<file path="src/rtl/sd_clk_generator.sv">
// SD card clock divider with glitch-free divisor reload, gating and strobes.
// Ports: clk, reset (async low), count/load divisor request, clk_en, hold,
//   sd_clk, rise_stb, fall_stb, ready, err.
// Build option: define SD_CLK_GATE_EN to let hold park the clock.
module sd_clk_generator (
  input  logic        clk,
  input  logic        reset,
  input  logic [15:0] count,
  input  logic        load,
  input  logic        clk_en,
  input  logic        hold,
  output logic        sd_clk,
  output logic        rise_stb,
  output logic        fall_stb,
  output logic        ready,
  output logic        err
);

  typedef enum logic [1:0] {
    IDLE,
    LOW,
    HIGH
  } state_t;

  localparam logic [15:0] DIV_RST = 16'd125;

  state_t      state_q;
  logic [15:0] cnt_q;
  logic [15:0] div_q;
  logic [15:0] pend_q;
  logic        pend_v;

  logic [15:0] hi_len;
  logic [15:0] lo_len;
  logic        gate;
  logic        run;
  logic        bound;
  logic        apply;
  logic        load_ok;

`ifdef SD_CLK_GATE_EN
  assign gate = hold;
`else
  logic unused_hold;
  assign unused_hold = hold;
  assign gate = 1'b0;
`endif

  // odd divisors give the spare cycle to the low phase
  assign hi_len  = {1'b0, div_q[15:1]};
  assign lo_len  = div_q - hi_len;
  assign run     = clk_en & ~gate;
  assign bound   = (state_q == HIGH) && (cnt_q == hi_len);
  // divisor only changes where no phase is in flight
  assign apply   = pend_v && ((state_q == IDLE) || bound);
  assign load_ok = load && (count[15:1] != 15'd0);

  always_ff @(posedge clk or negedge reset) begin
    if (!reset) begin
      state_q  <= IDLE;
      cnt_q    <= '0;
      div_q    <= DIV_RST;
      pend_q   <= '0;
      pend_v   <= 1'b0;
      sd_clk   <= 1'b0;
      rise_stb <= 1'b0;
      fall_stb <= 1'b0;
      ready    <= 1'b1;
      err      <= 1'b0;
    end else begin
      rise_stb <= 1'b0;
      fall_stb <= 1'b0;
      err      <= load && !load_ok;

      if (apply) begin
        div_q  <= pend_q;
        pend_v <= 1'b0;
        ready  <= 1'b1;
      end
      // a load in the applying cycle waits for the next boundary
      if (load_ok) begin
        pend_q <= count;
        pend_v <= 1'b1;
        ready  <= 1'b0;
      end

      unique case (state_q)
        IDLE: begin
          sd_clk <= 1'b0;
          if (run) begin
            state_q <= LOW;
            cnt_q   <= 16'd1;
          end
        end
        LOW: begin
          if (cnt_q == lo_len) begin
            state_q  <= HIGH;
            sd_clk   <= 1'b1;
            rise_stb <= 1'b1;
            cnt_q    <= 16'd1;
          end else begin
            cnt_q <= cnt_q + 16'd1;
          end
        end
        HIGH: begin
          if (bound) begin
            sd_clk   <= 1'b0;
            fall_stb <= 1'b1;
            if (run) begin
              state_q <= LOW;
              cnt_q   <= 16'd1;
            end else begin
              state_q <= IDLE;
              cnt_q   <= '0;
            end
          end else begin
            cnt_q <= cnt_q + 16'd1;
          end
        end
        default: begin
          state_q <= IDLE;
          cnt_q   <= '0;
          sd_clk  <= 1'b0;
        end
      endcase
    end
  end

endmodule
</file>
<file path="config.mk">
export PLATFORM = sky130hd
export DESIGN_NAME = sd_clk_generator
export DESIGN_NICKNAME = d
export VERILOG_FILES = /design/src/rtl/sd_clk_generator.sv
export SDC_FILE = /design/constraint.sdc
export NUM_CORES = 1
export LEC_CHECK = 0
export ABC_AREA = 0
export CAP_MARGIN = 20
export CORE_AREA = 5 5 101 75
export CTS_CLUSTER_SIZE = 25
export DETAILED_ROUTE_END_ITERATION = 6
export DIE_AREA = 0 0 106 80
export PLACE_DENSITY = 0.87
export SYNTH_ARGS = -nofsm -noshare
export SYNTH_HDL_FRONTEND = slang
export SYNTH_SLANG_ARGS = --single-unit
</file>
<file path="constraint.sdc">
create_clock -name clk -period 3.9 [get_ports clk]
set_clock_uncertainty 0.2 [all_clocks]
set_input_delay 0.585 -clock clk [delete_from_list [all_inputs] [get_ports clk]]
set_output_delay 0.585 -clock clk [all_outputs]
set_load 0.02 [all_outputs]
</file>
# Yosys cells after proc, flatten, opt, wreduce, memory -nomap -nowiden
# Cells that the tools add are included.
# classes
n_mux	21
n_reduce_logical	11
add_sub_neg	2
n_eq_ne	7
# ops
op	n
$mux W16	3
$pmux W16 S3	1
$add A16 B1 Y16 const B	1
$eq A16 B15 Y1	1
$eq A16 B16 Y1	1
$sub A16 B15 Y16	1
$reduce_bool A15 Y1	1
$mux W1	12
$mux W2	3
$ne A2 B2 Y1 const B	3
$pmux W2 S3	1
$logic_and A1 B1 Y1	4
$reduce_and A3 Y1	1
$eq A2 B1 Y1 const B	1
$eq A2 B2 Y1 const B	1
$logic_not A2 Y1	1
$pmux W1 S2	1
$reduce_and A2 Y1	1
$reduce_bool A2 Y1	1
$logic_not A1 Y1	1
$logic_or A1 B1 Y1	1
# totals
output_inout_bits	5
in_bits	21
elab_cells	51
reg_bits	56

# Depth between registers and ports, before layout
# depth
ltp_word	6
depth_mapped	13

# Least setup slack after synthesis
# Ideal clock, no wire load.
# synth_timing
path_kind	reg-to-reg
from	reg div_q[0]
to	reg cnt_q[10]
path_buffers	1
stages_incl_launch_ff	14
t_arrival_ns	3.091
setup_slack_ns	0.485
required_time_ns	3.576
cell_sequence	dfstp_2 -> inv_1 -> ha_1 -> fa_1 -> nor2b_1 -> o2111a_1 -> o31a_1 -> a21oi_1 -> a2111oi_0 -> nand4_1 -> or3_1 -> buf_6 -> and4_4 -> o21bai_1
# synth_between
elab_chain_cells	4
# synth_rtl
element	line	rtl
start: declaration	29	logic [15:0] div_q;
start signal: assignment	76	div_q <= pend_q;
$sub A16 B15 Y16	51	assign lo_len = div_q - hi_len;
$eq A16 B16 Y1	96	if (cnt_q == lo_len) begin
$mux W16	96	
$pmux W16 S3	87	unique case (state_q)
end signal: assignment	102	cnt_q <= cnt_q + 16'd1;
end signal: assignment	117	cnt_q <= cnt_q + 16'd1;
end: declaration	28	logic [15:0] cnt_q;
# Every way passes these cells.
# A chain may end at the register's enable or synchronous reset.

# Worst setup path after layout
# layout_timing
from	reg div_q[0]
to	reg cnt_q[4]
# The elaborated chain is that of the path after synthesis.

==> summary.txt <==
crit path time final: 3.739 ns
clk_lat worst skew: 0.32 ns
WS Path Type: reg -> reg
Clk pwr share: 0.104
vias per cell: 6.157
power after layout: 3.761 mW
H-Tree Depth: 2
met1 WL: 4326 µm
antenna-violating nets left: 0
combinational group share of total power: 0.654
Final period util: 0.9588
CP bufs+invs: 2
leakage: 1.804 nW
PortBufs: 24
EDFF count, synth: 0
Slew Viols, Final: 0
Starting Density: 0.5821
Area Growth Syn to Fin: 11.30%
crit path max fanout: 15
pwr dens: 892.2 nW/µm²
Mean Syn Cell Area: 9.082 µm²
sequential share of power: 0.242
Sw Share: 0.4850
die footprint: 8480 µm²
nets: 473
Tightest Pin Transition: 0.7899 ns
WL final: 9122 µm
asr flop ratio synth: 1.000
Arrival @ worst endpoint: 3.74 ns
Mapped Nets: 455
Ys Warns: 0
vias post-DR: 3183
max_cap viols: 0
GPL Wtd Cong: 0.9438
length of routed met2 wiring: 4094 µm
Residual DRC: 0
critical path's top delay family: simple AND/OR/NAND/NOR gates
slowest stage cell, crit path: dfstp_2
run status: completed
largest net degree at the start of global routing: 34
Reg clk slew, reported paths: 0.11 ns
CTS tree: yes
cts bufs inserted: 5
Final Hold Viols: 0
Max clock buf depth: 2
Slew headroom: 0.4734
initial antenna violation count: 0
number of global-route vias before repair: 3070
Top Metal Used: met4
gr usage total: 0.2247
Cell Chain, Critical Path: inv_1 > ha_1 > fa_1 > nor2b_1 > o2111a_1 > o31a_1 > a32oi_1 > nor4_1 > nand4_1 > or3_4 > a21oi_4 > buf_12 > o32ai_1
Hold Path Class: in -> async
Syn Inst Count: 417
diodes inserted: 0
hold_buf cts: 0
Worst IR Drop VDD: 0.6379 mV
Die X: 106 µm
Cell Rows: 25
DRT Pass-1 Iters: 4
CP endpoint kind: flip-flop
root buf cell: clkbuf_8
post-DR wirelength/cell: 17.64 µm
Final HPWL DP: 6962 µm
total core area: 6506 µm²
Setup crit start kind: flip-flop
final setup violation count: 0
dominant synthesized flop cell: dfrtp_1
met3 wire len: 561 µm
Critical Path RT: 3.90 ns
Die Ht: 80 µm
Psw: 1.824 mW
Iter 0 DRT Violations: 262
#FFs+latches synth: 56
Synth Cell Area: 3787 µm²
highest clock rate: 0.2674 GHz
setup TNS: 0 ns
sequential share of the synthesized area: 0.3723
clock sink count: 56
layout cells sized above 1: 0.1284
Cell variety after synth: 63
CP max stage delay: 0.53 ns
IO Count: 26
Power Internal: 1.937 mW
GRT overflow: 0
first-pass GRT wire length: 15030 µm
-- power groups by stage --
stage	clock network, mW	logic, mW	registers [mW]
after floorplan	0	1.91	0.840
after global placement	0	2.25	0.907
after detailed placement	0	2.33	0.916
after CTS	0.396	2.36	0.905
after global routing	0.422	2.70	0.925
final	0.392	2.46	0.909
-- logic make-up (layout without fill, tap and decap cells) --
| kind of cell | Yosys count | count (layout) | share of synthesized area |
|---|---|---|---|
| buf+inv | 43 | 62 | 0.04757 |
| compound gates | 93 | 93 | 0.1685 |
| fa+ha+maj | 17 | 17 | 0.05814 |
| mux | 21 | 21 | 0.06145 |
| simple gates | 148 | 148 | 0.2019 |
| xor+xnor | 39 | 39 | 0.09019 |
| flops | 56 | 56 | 0.3723 |
-- state kept, by name, summed over array words and instances, names as in the netlist --
signal,flops
cnt_q,16
state_q,2
ready,1
div_q,16
rise_stb,1
sd_clk,1
fall_stb,1
err,1
pend_v,1
pend_q,16
-- final timing paths --
path	from	endpoint	slack (ns)	cells past startpoint
min in group clk	pend_q[9]	div_q[9]	0.29	2
min reg2reg	pend_q[9]	div_q[9]	0.29	2
max	div_q[0]	cnt_q[4]	0.16	13
min	reset	cnt_q[15]	0.06	1
max in group asynchronous	reset	div_q[2]	2.58	2
max reg2reg	div_q[0]	cnt_q[4]	0.16	13
-- area by class of cell --
class | instances | area (µm²)
clock buffer | 5 | 68.82
clock inverter | 3 | 42.54
sequential | 56 | 1410
multi-input combinational | 318 | 2210
fill | 547 | 2291
timing repair buffer | 30 | 292.8
tap | 81 | 101.3
inverter | 24 | 90.09
-- layer usage --
layer  GRT usage  up-vias
li1            -     1520
met1      0.3218     1549
met2      0.3435       99
met3     0.04285       15
met4     0.07245        0
met5           0        -
-- cell usage after synthesis, types with 5 or more instances --
master | number | area, µm²
nand3_1 | 6 | 30.03
buf_2 | 6 | 30.03
nand2_1 | 46 | 172.7
dfstp_2 | 7 | 183.9
xor2_1 | 24 | 210.2
or3_1 | 7 | 43.79
nand4_1 | 14 | 87.58
clkbuf_1 | 11 | 41.29
mux2_2 | 18 | 202.7
dfrtp_1 | 49 | 1226
nor2_1 | 25 | 93.84
o21ai_1 | 5 | 25.02
and2_1 | 7 | 43.79
a21oi_1 | 16 | 80.08
nor4_1 | 8 | 50.05
xnor2_1 | 15 | 131.4
and3_1 | 5 | 31.28
a21o_1 | 5 | 37.54
inv_1 | 24 | 90.09
nor3_1 | 6 | 30.03
ha_1 | 16 | 200.2
o21ai_0 | 29 | 145.1
nor2b_1 | 8 | 50.05
-- timing repair --
item / 4_1_cts / 5_1_grt
setup endpoints to repair: 0 / 15
buffers inserted: 0 / 2
resized for setup: 0 / 4
-- layout by cell type (no fill, tap or decap), drive strengths merged, types with 4 or more instances in the layout --
cell type / n
o22ai: 4
and3: 5
nor4: 8
nor2: 25
nand4: 14
clkdlybuf4s50: 23
dfrtp: 49
a21o: 5
nand2: 46
or3: 8
nand3: 6
xnor2: 15
a21oi: 18
nor3: 8
and2: 7
nor2b: 8
dfstp: 7
buf: 7
mux2: 18
clkbuf: 5
o21ai: 34
ha: 16
o31ai: 5
xor2: 24
inv: 24
-- stage by stage --
| step | setup WS (ns) | std cells | util | hold WS (ns) | area, µm² |
|---|---|---|---|---|---|
| floorplan | 0.4854 | 417 | - | 0.08941 | 3787 |
| global placement | 0.1773 | 507 | 0.6246 | 0.2622 | 4064 |
| detailed placement | 0.07385 | 507 | 0.6246 | 0.2733 | 4064 |
| CTS | 0.04459 | 515 | 0.6417 | 0.08194 | 4175 |
| global route | -0.04014 | 517 | 0.6479 | 0.1113 | 4215 |
| finish | 0.1607 | 517 | 0.6479 | 0.05981 | 4215 |
-- worst register-to-register path, stage by stage, from the launching register on --
cell,delay [ns]
dfstp_2,0.53
inv_1,0.05
ha_1,0.21
fa_1,0.44
nor2b_1,0.14
o2111a_1,0.26
o31a_1,0.30
a32oi_1,0.14
nor4_1,0.37
nand4_1,0.15
or3_4,0.42
a21oi_4,0.18
buf_12,0.15
o32ai_1,0.10
(Power assumes the default switching activity.)
